File: src/rtl/rom_uart_loader.sv
// UART program loader: receives an 8N1 image (16-bit word count + little-endian words) and writes it
// into the instruction ROM, holding the core in reset until done. Optional trailer sum: LOADER_CHECKSUM_EN.
module rom_uart_loader #(
    parameter int CLK_FREQ  = 50_000_000,
    parameter int BAUD      = 115200,
    parameter int ROM_DEPTH = 4096,
    parameter int ADDR_W    = 12
) (
    input  logic              clk,
    input  logic              rst_n,
    input  logic              uart_rx,
    input  logic              reload,
    output logic              rom_we,
    output logic [ADDR_W-1:0] rom_waddr,
    output logic [31:0]       rom_wdata,
    output logic              core_rst_n,
    output logic              done,
    output logic              err
);
    localparam int CPB   = CLK_FREQ / BAUD;
    localparam int HALF  = CPB / 2;
    localparam int CNT_W = $clog2(CPB + 1);

    typedef enum logic [1:0] {RX_IDLE, RX_START, RX_DATA, RX_STOP} rx_state_t;
    typedef enum logic [2:0] {L_LEN0, L_LEN1, L_DATA, L_CSUM, L_DONE, L_ERR} ld_state_t;

    logic             rx_meta_q, rx_sync_q, rx_prev_q;
    rx_state_t        rx_state_q, rx_state_d;
    logic [CNT_W-1:0] cnt_q;
    logic [2:0]       bit_q;
    logic [7:0]       shift_q;
    logic             cnt_full, half_hit, byte_vld, frame_err;
    logic [7:0]       rx_byte;

    ld_state_t        state_q, state_d;
    logic [7:0]       len_lo_q;
    logic [15:0]      len_q;
    logic [15:0]      hdr_len;
    logic [ADDR_W-1:0] word_idx_q;
    logic [1:0]       byte_cnt_q;
    logic [23:0]      word_q;
    logic             last_word;
    logic             rom_we_q;
    logic [ADDR_W-1:0] rom_waddr_q;
    logic [31:0]      rom_wdata_q;
    logic             core_rst_n_q;
`ifdef LOADER_CHECKSUM_EN
    logic [7:0]       sum_q;
`endif

    assign cnt_full = (cnt_q == CNT_W'(CPB - 1));
    assign half_hit = (cnt_q == CNT_W'(HALF - 1));
    assign rx_byte  = shift_q;

    // UART receiver: state register and bit-timing datapath
    always_ff @(posedge clk or negedge rst_n) begin
        if (!rst_n) begin
            rx_meta_q  <= 1'b1;
            rx_sync_q  <= 1'b1;
            rx_prev_q  <= 1'b1;
            rx_state_q <= RX_IDLE;
            cnt_q      <= '0;
            bit_q      <= '0;
            shift_q    <= '0;
        end else begin
            rx_meta_q  <= uart_rx;
            rx_sync_q  <= rx_meta_q;
            rx_prev_q  <= rx_sync_q;
            rx_state_q <= rx_state_d;
            case (rx_state_q)
                RX_IDLE: begin
                    cnt_q <= '0;
                    bit_q <= '0;
                end
                RX_START: cnt_q <= half_hit ? '0 : cnt_q + 1'b1;
                RX_DATA: begin
                    if (cnt_full) begin
                        cnt_q   <= '0;
                        shift_q <= {rx_sync_q, shift_q[7:1]};
                        bit_q   <= bit_q + 1'b1;
                    end else begin
                        cnt_q <= cnt_q + 1'b1;
                    end
                end
                default: cnt_q <= cnt_full ? '0 : cnt_q + 1'b1;
            endcase
        end
    end

    always_comb begin
        rx_state_d = rx_state_q;
        case (rx_state_q)
            RX_IDLE:  if (rx_prev_q && !rx_sync_q) rx_state_d = RX_START;
            RX_START: if (half_hit) rx_state_d = rx_sync_q ? RX_IDLE : RX_DATA;
            RX_DATA:  if (cnt_full && bit_q == 3'd7) rx_state_d = RX_STOP;
            default:  if (cnt_full) rx_state_d = RX_IDLE;
        endcase
    end

    always_comb begin
        byte_vld  = (rx_state_q == RX_STOP) && cnt_full && rx_sync_q;
        frame_err = (rx_state_q == RX_STOP) && cnt_full && !rx_sync_q;
    end

    // Loader FSM: state register
    always_ff @(posedge clk or negedge rst_n) begin
        if (!rst_n) state_q <= L_LEN0;
        else        state_q <= state_d;
    end

    assign hdr_len   = {rx_byte, len_lo_q};
    assign last_word = (16'(word_idx_q) == len_q - 16'd1);

    always_comb begin
        state_d = state_q;
        case (state_q)
            L_LEN0: begin
                if (frame_err)     state_d = L_ERR;
                else if (byte_vld) state_d = L_LEN1;
            end
            L_LEN1: begin
                if (frame_err) state_d = L_ERR;
                else if (byte_vld) begin
                    if (hdr_len == 16'd0)
`ifdef LOADER_CHECKSUM_EN
                        state_d = L_CSUM;
`else
                        state_d = L_DONE;
`endif
                    else if (32'(hdr_len) > ROM_DEPTH) state_d = L_ERR;
                    else                               state_d = L_DATA;
                end
            end
            L_DATA: begin
                if (frame_err) state_d = L_ERR;
                else if (byte_vld && byte_cnt_q == 2'd3 && last_word)
`ifdef LOADER_CHECKSUM_EN
                    state_d = L_CSUM;
`else
                    state_d = L_DONE;
`endif
            end
`ifdef LOADER_CHECKSUM_EN
            L_CSUM: begin
                if (frame_err)     state_d = L_ERR;
                else if (byte_vld) state_d = (rx_byte == sum_q) ? L_DONE : L_ERR;
            end
`endif
            L_DONE, L_ERR: if (reload) state_d = L_LEN0;
            default: state_d = L_ERR;
        endcase
    end

    // Loader datapath: header capture, word assembly, ROM write port
    always_ff @(posedge clk or negedge rst_n) begin
        if (!rst_n) begin
            len_lo_q     <= '0;
            len_q        <= '0;
            word_idx_q   <= '0;
            byte_cnt_q   <= '0;
            word_q       <= '0;
            rom_we_q     <= 1'b0;
            rom_waddr_q  <= '0;
            rom_wdata_q  <= '0;
            core_rst_n_q <= 1'b0;
`ifdef LOADER_CHECKSUM_EN
            sum_q        <= '0;
`endif
        end else begin
            rom_we_q     <= 1'b0;
            core_rst_n_q <= (state_q == L_DONE) && !reload;
            case (state_q)
                L_LEN0: if (byte_vld) len_lo_q <= rx_byte;
                L_LEN1: begin
                    if (byte_vld) begin
                        len_q      <= hdr_len;
                        word_idx_q <= '0;
                        byte_cnt_q <= '0;
                    end
                end
                L_DATA: begin
                    if (byte_vld) begin
`ifdef LOADER_CHECKSUM_EN
                        sum_q <= sum_q + rx_byte;
`endif
                        byte_cnt_q <= byte_cnt_q + 1'b1;
                        case (byte_cnt_q)
                            2'd0: word_q[7:0]   <= rx_byte;
                            2'd1: word_q[15:8]  <= rx_byte;
                            2'd2: word_q[23:16] <= rx_byte;
                            default: begin
                                rom_we_q    <= 1'b1;
                                rom_waddr_q <= word_idx_q;
                                rom_wdata_q <= {rx_byte, word_q};
                                if (!last_word) word_idx_q <= word_idx_q + 1'b1;
                            end
                        endcase
                    end
                end
                L_DONE, L_ERR: begin
                    if (reload) begin
                        word_idx_q <= '0;
                        byte_cnt_q <= '0;
`ifdef LOADER_CHECKSUM_EN
                        sum_q      <= '0;
`endif
                    end
                end
                default: ;
            endcase
        end
    end

    always_comb begin
        rom_we     = rom_we_q;
        rom_waddr  = rom_waddr_q;
        rom_wdata  = rom_wdata_q;
        core_rst_n = core_rst_n_q;
        done       = (state_q == L_DONE);
        err        = (state_q == L_ERR);
    end
endmodule
File: config.mk
export PLATFORM = sky130hd
export DESIGN_NAME = rom_uart_loader
export DESIGN_NICKNAME = d
export VERILOG_FILES = /design/src/rtl/rom_uart_loader.sv
export SDC_FILE = /design/constraint.sdc
export NUM_CORES = 1
export LEC_CHECK = 0
export BUFFER_PORTS_ARGS = -buffer_cell sky130_fd_sc_hd__buf_4
export CORE_UTILIZATION = 35
export CTS_BUF_LIST = sky130_fd_sc_hd__clkbuf_8
export DETAILED_ROUTE_END_ITERATION = 8
export SLEW_MARGIN = 20
export SYNTH_ARGS = -nofsm -noshare
export SYNTH_HDL_FRONTEND = slang
export SYNTH_SLANG_ARGS = --single-unit
File: constraint.sdc
create_clock -name clk -period 3.19 [get_ports clk]
set_clock_uncertainty 0.2 [all_clocks]
set_input_delay 0.638 -clock clk [delete_from_list [all_inputs] [get_ports clk]]
set_output_delay 0.638 -clock clk [all_outputs]
set_load 0.01 [all_outputs]
---- Word level (Yosys, flattened, before mapping) ----
Cells that the tools add are included.
storage, ports and cells
  flip-flop bits (word level) ............. 136
  input port bits ......................... 4
  output and inout port bits .............. 48
  word-level logic and storage cells ...... 117
cells by class
  $add $sub $neg .......................... 5
  order comparisons ....................... 1
  eq/ne operators ......................... 26
  mux-type cells .......................... 34
  bitwise gates (word level) .............. 1
  reductions and logical operators ........ 31
operators by type and width
  cell                     number
  $mux W12                 5
  $pmux W12 S3             1
  $mux W3                  10
  $mux W9                  2
  $ne A2 B2 Y1 const B     9
  $pmux W9 S2              1
  $eq A12 B16 Y1           1
  $gt A16 B13 Y1 const B   1
  $logic_not A16 Y1        1
  $mux W2                  8
  $sub A16 B1 Y16 const B  1
  $add A12 B1 Y12 const B  1
  $pmux W2 S3              2
  $pmux W3 S4              1
  $reduce_and A3 Y1        4
  $reduce_and A4 Y1        3
  $add A9 B1 Y9 const B    1
  $eq A3 B3 Y1 const B     3
  $eq A9 B8 Y1 const B     1
  $eq A9 B9 Y1 const B     1
  $ne A3 B3 Y1 const B     3
  $eq A2 B2 Y1 const B     4
  $logic_and A1 B1 Y1      8
  $reduce_and A2 Y1        4
  other kinds (17)         22

---- Longest topological paths before layout ----
Gate-level depths: netlist of the first run.
  word-level depth ........................ 8
  depth in mapped cells ................... 11

---- Worst setup path before layout of the first run ----
OpenSTA, ideal clock, no wires.
  kind .................................... register to register
  from .................................... reg len_q[0]
  to ...................................... reg word_idx_q[0]
  library setup time ...................... 0.120 ns
  arrival ................................. 2.628 ns
  required time ........................... 2.870 ns
  slack ................................... 0.242 ns
  cell stages (with the launch flop) ...... 12
  buffers on the path ..................... 1
  cell sequence ........................... dfrtp_1 > inv_1 > ha_1 > or3b_1 > nor3_2 > xor2_1 > o221a_2 > a221o_1 > o211ai_2 > buf_2 > nor3b_1 > a31o_1
on the way
  cells in the longest elaborated chain, start to end .. 4
RTL lines
  item                         line  text
  from (decl)                  37    logic [15:0] len_q;
  from (signal assigned)       176   len_q <= hdr_len;
  $sub A16 B1 Y16              112   assign last_word = (16'(word_idx_q) == len_q - 16'd1);
  $eq A12 B16 Y1               112
  $ne A2 B2 Y1 (no line)       -
  $reduce_and A6 Y1 (no line)  -
  to (signal assigned)         195   if (!last_word) word_idx_q <= word_idx_q + 1'b1;
  to (decl)                    39    logic [ADDR_W-1:0] word_idx_q;
Every way passes these cells.
A chain may end at the register's enable or synchronous reset.

---- Final worst setup path of the first run ----
  from .................................... reg len_q[0]
  to ...................................... reg word_idx_q[9]
The elaborated chain is that of the path after synthesis.

==> results by group, run 1 <==
Outcome
  • Run status: finished clean

Pwr
  • Logic gate share of total power: 0.075
  • Max VDD drop: 257 uV
  • Reg power frac: 0.536
  • P per Cell Area: 452 nW/um2
  • Pwr Total: 3370 uW
  • Internal power: 2490 uW
  • Net Sw Power: 876 uW
  • Switch share: 0.260
  • Clock power share: 0.388
  • Leak Pwr: 0.00364 uW

Job
  • Max-Cap Viols: 0

Hold path
  • Worst hold path depth: 1
  • HP Class: primary input to flip-flop
  • Hold Path Origin: uart_rx
  • Hold endpoint: rx_meta_q

Cells and area
  • Antenna fix cells: 0
  • Area grow syn2layout: 18.4%
  • Final net count: 602
  • Layout Cells excl Fill: 818
  • Fraction of layout cells with a size suffix above 1: 0.374
  • Post-layout util: 0.428

Logic synthesis
  • Sequential share of the synthesized area: 0.541
  • Mapped Area: 6290 um2
  • Seq cells post-synth: 136
  • Post-synthesis async set-or-reset flop share: 1.00
  • Synth warn: 0
  • Synthesized Nets: 530
  • Dominant cells by area after synthesis: dfrtp_1, mux2_2, ha_1
  • Yosys cell types: 63
  • Post-synth top flop: dfrtp_1
  • Mapped Cells: 509
  • EDFF count, synth: 0
  • Largest area contributor in the netlist: dfrtp_1
  • Area share of the largest cell type after synthesis: 0.529
  • Mean post-synth cell area: 12.4 um2

Critical path
  • CP required: 3.35 ns
  • Crit-path max FO: 12
  • RR Startpoint: len_q[0]
  • Worst reg2reg setup slack: 0.16 ns
  • Crit. End Element: flip-flop
  • Crit start category: flip-flop
  • Worst reg2reg path endpoint: word_idx_q[9]
  • Arrival time worst endpoint: 3.19 ns
  • Worst R2R Path Depth: 10
  • Critical path class: flip-flop to flip-flop

Global routing
  • Aggregate global routing overflow: 0
  • Largest net degree at the start of global routing: 52
  • Initial antenna violation count: 0
  • Vias in the first global route: 4239
  • Global-route wire length before repair: 21800 um
  • Overall Global Routing Usage: 0.154

Floorplan
  • FP Rows: 48
  • Die Footprint: 18500 um2
  • Placeable Area: 17400 um2
  • Starting Density: 0.361
  • # IOs: 52
  • Die Ht: 136 um
  • Die Wd: 136 um

Timing
  • F_max: 330 MHz
  • RSZ-0062 raised after global routing: false
  • Final TNS setup: 0 ns
  • Worst Tran Pin Value: 0.658 ns
  • Final Hold Fails: 0
  • Final min period: 3.03 ns
  • Max transition margin: 0.561
  • Final Cycle Share: 0.950
  • Final setup violation count: 0
  • Fin. max-slew vios: 0

Placed design
  • Cells after DPL: 785
  • Placed wire-length estimate: 9240 um
  • Global placement routability congestion: 0.840
  • I/O Buffers: 51

Drt
  • Antenna-violating nets left: 0
  • Final WL: 13100 um
  • First drt pass iteration count: 4
  • Drt initial violations: 146
  • DRC viols: 0
  • DR vias/cell: 5.14
  • Avg WL per Cell: 16.0 um
  • Total number of vias: 4204

Clocking
  • CTS tree: built
  • Root buffer cell: clkbuf_8
  • Sink Count: 136
  • CTS clock-pin slew for the worst setup and hold paths: 0.07 ns
  • Max H-tree Level: 4
  • Clk_lat worst skew: 0.44 ns
  • Clock Path Buffers: 2
  • Num CTS Buffers: 17
## power groups by stage
stage / clock network [uW] / logic (uW) / registers [uW]
floorplan: 0 / 179 / 1820
detailed placement: 0 / 256 / 1840
finish: 1310 / 253 / 1810
global placement: 0 / 243 / 1840
CTS: 1360 / 258 / 1810
global route: 1430 / 291 / 1810
## cells in the mapped netlist, types with 3 or more instances
cell and instances:
mux2_2 99, o31ai_1 5, nor4_1 8, nand3_1 16, or4_1 6, ha_1 17
dfstp_2 3, o22ai_1 3, or3_1 7, clkbuf_1 16, xor2_1 13, nor3_1 8
and3_1 6, inv_1 15, o31a_1 4, a21oi_1 15, o21ai_0 18, a22o_1 3
dfrtp_1 133, nand2_1 28, nand4_1 3, a31oi_1 3, nor2_1 17, o21a_1 3
xnor2_1 11
## kinds of logic after synthesis
logic type / after synthesis / synth area share
mux: 99 / 0.177
buf+inv: 36 / 0.0237
xor+xnor: 24 / 0.0334
simple gates: 125 / 0.113
compound gates: 72 / 0.0779
fa+ha+maj: 17 / 0.0338
flops: 136 / 0.541
## timing repair
item / CTS / global route
endpoints found under the hold margin: 45 / 0
endpoints found under the setup margin: 0 / 11
gates resized for setup: 0 / 6
hold buffers: 1 / 0
setup buffers: 0 / 1
## routing by layer
layer | wire (um) | track usage | vias to the layer above
met2 | 6440 | 0.253 | 64
met5 | 0 | 0 | -
met4 | 221 | 0.0605 | 0
li1 | - | - | 1991
met1 | 5990 | 0.194 | 2131
met3 | 448 | 0.0395 | 18
## through the flow
stage                     hold WS, ns  instance area (um2)  worst slack (ns)
final                           0.106                 7450             0.159
after detailed placement        0.147                 7040            0.0722
after floorplan                 0.142                 6290             0.242
after global placement          0.145                 7040             0.164
after CTS                      0.0707                 7410            0.0453
after global routing           0.0677                 7450            0.0246
## final cells by class
type / count / area, um2
tap: 225 / 282
clock inverter: 12 / 104
multi-input combinational: 337 / 2780
timing repair buffer: 74 / 562
inverter: 15 / 56.3
clock buffer: 19 / 262
fill: 1670 / 9970
sequential: 136 / 3410
## flip-flops by register name, indices dropped and copies added, names as in the netlist
| signal | flops |
|---|---|
| state_q | 3 |
| rom_waddr | 12 |
| cnt_q | 9 |
| rx_state_q | 2 |
| rx_prev_q | 1 |
| word_q | 24 |
| bit_q | 3 |
| rx_byte | 8 |
| byte_cnt_q | 2 |
| rx_sync_q | 1 |
| core_rst_n | 1 |
| len_q | 16 |
| rom_we | 1 |
| rom_wdata | 32 |
| word_idx_q | 12 |
| len_lo_q | 8 |
| rx_meta_q | 1 |
## layout by cell type, fill, tap and decap left out, types with 11 or more instances in the layout
cell / netlist / routed
buf_4: 1 / 72
nor2_1: 17 / 17
o21ai_0: 18 / 18
nand3_1: 16 / 16
xor2_1: 13 / 13
mux2_2: 99 / 99
dfrtp_1: 133 / 133
a21oi_1: 15 / 15
nand2_1: 28 / 27
inv_1: 15 / 16
ha_1: 17 / 17
clkbuf_8: 0 / 19
xnor2_1: 11 / 11
## worst max-delay path, cell delays in order (launching register included)
cell and delay [ns]:
dfrtp_1 0.38, inv_1 0.08, ha_1 0.20, or3b_4 0.42, nor3_4 0.26, xor2_1 0.16
o221a_2 0.20, a221o_1 0.24, o211ai_4 0.15, or4_1 0.51, a21oi_1 0.15
## how the worst max path moves through the flow
stage | from | endpoint | slack (ns) | cells after the start
floorplan | len_q[0] | word_idx_q[0] | 0.24 | 11
global placement | len_q[1] | word_idx_q[0] | 0.16 | 10
detailed placement | len_q[1] | word_idx_q[6] | 0.07 | 11
CTS | len_q[1] | word_idx_q[6] | 0.05 | 11
global route | len_q[4] | word_idx_q[6] | 0.02 | 9
finish | len_q[0] | word_idx_q[9] | 0.16 | 10
(Power assumes the default switching activity.)
==> run 2: changes to the inputs <==
--- a/config.mk
+++ b/config.mk
@@ -5,7 +5,9 @@
 export SDC_FILE = /design/constraint.sdc
 export NUM_CORES = 1
 export LEC_CHECK = 0
+export ABC_AREA = 1
 export BUFFER_PORTS_ARGS = -buffer_cell sky130_fd_sc_hd__buf_4
+export CAP_MARGIN = 20
 export CORE_UTILIZATION = 35
 export CTS_BUF_LIST = sky130_fd_sc_hd__clkbuf_8
 export DETAILED_ROUTE_END_ITERATION = 8
==> run 2 against run 1 <==
Largest cell class unchanged. Sequential power is essentially flat. Critical path depth increased by 1. Critical path type unchanged. Cell area fell by 0.94%.
==> results by group, run 2 <==
Placed design
  • Placed wire-length estimate: 9810 um (+6.2%)
  • Global placement routability congestion: 0.900 (+7.2%)
  • I/O Buffers: 51 (unchanged)
  • Pre-CTS setup slack: 0.759 ns (+0.687 ns)

Timing
  • Max transition margin: 0.447 (-0.115)
  • Fin. max-slew vios: 0 (unchanged)
  • Final Cycle Share: 0.765 (-0.185)
  • Final min period: 2.44 ns (-0.589 ns)
  • F_max: 410 MHz (+24%)
  • Final TNS setup: 0 ns (unchanged)
  • Final worst slack: 0.748 ns (+0.589 ns)
  • Hold WS: 0.0840 ns (-0.0220 ns)
  • Final Hold Fails: 0 (unchanged)
  • Worst Tran Pin Value: 0.828 ns (+0.170 ns)
  • Final setup violation count: 0 (unchanged)
  • RSZ-0062 raised after global routing: false

Clocking
  • Clk_lat worst skew: 0.45 ns (about the same)
  • Max H-tree Level: 4 (unchanged)
  • Post-CTS setup buffers: 0 (unchanged)
  • Root buffer cell: clkbuf_8
  • Clock Path Buffers: 2 (unchanged)
  • CTS tree: built
  • CTS clock-pin slew for the worst setup and hold paths: 0.08 ns (about the same)
  • Num CTS Buffers: 17 (unchanged)
  • Post-CTS resize count: 0 (unchanged)
  • Sink Count: 136 (unchanged)

Critical path
  • RR Startpoint: cnt_q[1]
  • Critical path class: flip-flop to flip-flop
  • Crit path cell chain: inv_1 -> ha_1 -> nand2_1 -> nor2_4 -> nand2_2 -> nor2_4 -> nand2_2 -> inv_2 -> nand2_1 -> nor2_1 -> a21oi_1
  • CP required: 3.30 ns (-0.05 ns)
  • CP bufs+invs: 2 (+1)
  • CP Launch Point: cnt_q[1]
  • Crit. End Element: flip-flop
  • Largest stage delay on the critical path: 0.50 ns (about the same)
  • Crit-path max FO: 32 (+20)
  • Crit start category: flip-flop
  • Crit path max-delay cell type: nand2_1
  • Arrival time worst endpoint: 2.55 ns (-0.64 ns)
  • Delay-heaviest family, CP: simple AND/OR/NAND/NOR gates

Logic synthesis
  • Mapped Area: 6370 um2 (+1.3%)
  • Seq cells post-synth: 136 (unchanged)
  • Sequential share of the synthesized area: 0.534 (-0.00691)
  • Post-synth top flop: dfrtp_1
  • Area share of the largest cell type after synthesis: 0.522 (-0.00675)
  • Synthesized Nets: 777 (+47%)
  • EDFF count, synth: 0 (unchanged)
  • Mean post-synth cell area: 8.43 um2 (-32%)
  • Dominant cells by area after synthesis: dfrtp_1, nand2_1, o21ai_0
  • Most frequent cells after synthesis: nand2_1, dfrtp_1, o21ai_0, inv_1, nor2_1
  • Mapped Cells: 756 (+49%)
  • Largest area contributor in the netlist: dfrtp_1
  • Count leader, synth: nand2_1
  • Synth warn: 0 (unchanged)
  • Yosys cell types: 38 (-40%)
  • Post-synthesis async set-or-reset flop share: 1.00 (unchanged)

Hold path
  • Hold Path Origin: uart_rx
  • HP Class: primary input to flip-flop

Global routing
  • Vias in the first global route: 4614 (+8.8%)
  • Global-route wire length before repair: 23400 um (+7.4%)
  • Initial antenna violation count: 0 (unchanged)
  • Aggregate global routing overflow: 0 (unchanged)
  • Largest net degree at the start of global routing: 63 (+21%)
  • Overall Global Routing Usage: 0.164 (+0.00909)

Cells and area
  • Most frequent cells in the layout: nand2_1, dfrtp_1, o21ai_0
  • Final net count: 832 (+38%)
  • Commonest non-fill, non-tap cell in the layout: nand2_1
  • Area grow syn2layout: 15.8%
  • Fraction of layout cells with a size suffix above 1: 0.146 (-0.229)
  • Fillers: 1778 (+6.5%)
  • Max reg flops: 32 (unchanged)
  • Antenna fix cells: 0 (unchanged)

Drt
  • Drt initial violations: 270 (+85%)
  • DRC viols: 0 (unchanged)
  • Total number of vias: 4876 (+16%)
  • Final WL: 14000 um (+6.9%)
  • DR vias/cell: 4.65 (-9.6%)
  • Antenna-violating nets left: 0 (unchanged)
  • Avg WL per Cell: 13.3 um (-17%)
  • First drt pass iteration count: 4 (unchanged)

Pwr
  • P per Cell Area: 487 nW/um2 (+7.6%)
  • Max VDD drop: 293 uV (+14%)
  • Leak Pwr: 0.00364 uW (about the same)

Outcome
  • Run status: finished clean

Floorplan
  • Die Ht: 137 um (+0.64%)
  • Placeable Area: 17500 um2 (+0.69%)
  • # IOs: 52 (unchanged)
  • FP Rows: 48 (unchanged)
  • Die Footprint: 18800 um2 (+1.3%)
  • Die Wd: 137 um (+0.64%)
  • Starting Density: 0.364 (+0.00216)

Job
  • Max-Cap Viols: 0 (unchanged)
run 2: cells by family (layout without fill, tap and decap cells):
kind of cell,count (synthesis),count (layout),share of synthesized area
AOI/OAI and AO/OA,115,115,0.0979
xor gates and xnor gates,18,18,0.0247
buffers and inverters,93,161,0.0591
adders and majority gates,17,17,0.0334
DFF,136,136,0.534
and+or+nand+nor,376,376,0.249
muxes,1,1,0.00157
run 2: final timing paths:
path / cells past startpoint / slack, ns / end
min in group asynchronous: 2 / 0.51 / rom_waddr[8]
worst min register to register: 0 / 0.17 / rx_sync_q
worst max-delay path: 11 / 0.75 / len_q[3]
max in group asynchronous: 3 / 1.55 / rx_byte[6]
worst min-delay path: 1 / 0.08 / rx_meta_q
worst max register to register: 11 / 0.75 / len_q[3]
run 2: final cells by class:
cell class	count	area [um2]	area share
Timing Repair Buffer	56	439	0.0595
Clock inverter	13	121	0.0164
Multi-Input combinational cell	527	2600	0.352
Clock buffer	19	262	0.0354
Tap cell	225	282	0.0381
Inverter	73	274	0.0371
Sequential cell	136	3410	0.462
run 2: per-layer routing:
metal	GRT usage	wire, um	share of wire	vias to the layer above
met5	0	0	0	-
met4	0.0592	214	0.015	0
met3	0.0400	459	0.033	16
met2	0.247	6320	0.45	70
met1	0.226	7000	0.50	2273
li1	-	-	-	2517
run 2: metrics by stage:
step	power, uW	util	std cells	cell area, um2
2_1_floorplan	2150	-	756	6370
3_3_place_gp	2240	0.398	1016	6990
3_5_place_dp	2250	0.398	1016	6990
4_1_cts	3630	0.421	1049	7380
5_1_grt	3770	0.421	1049	7380
6_report	3590	0.421	1049	7380
run 2: power breakdown:
part	switching (uW)	internal, uW	leakage, uW
logic	280	119	0.00157
clock network	715	665	0.000192
registers	47.8	1760	0.00188
run 2: repair_timing:
action / CTS / global route
hold endpoints to repair: 57 / 0
endpoints found under the setup margin: 0 / 0
hold buffers: 1 / 0
run 2: worst reg2reg max path: stages, from the launching register on:
cell     delay (ns)
dfrtp_1        0.38
inv_1          0.10
ha_1           0.15
nand2_1        0.08
nor2_4         0.11
nand2_2        0.09
nor2_4         0.12
nand2_2        0.11
inv_2          0.14
nand2_1        0.50
nor2_1         0.29
a21oi_1        0.06
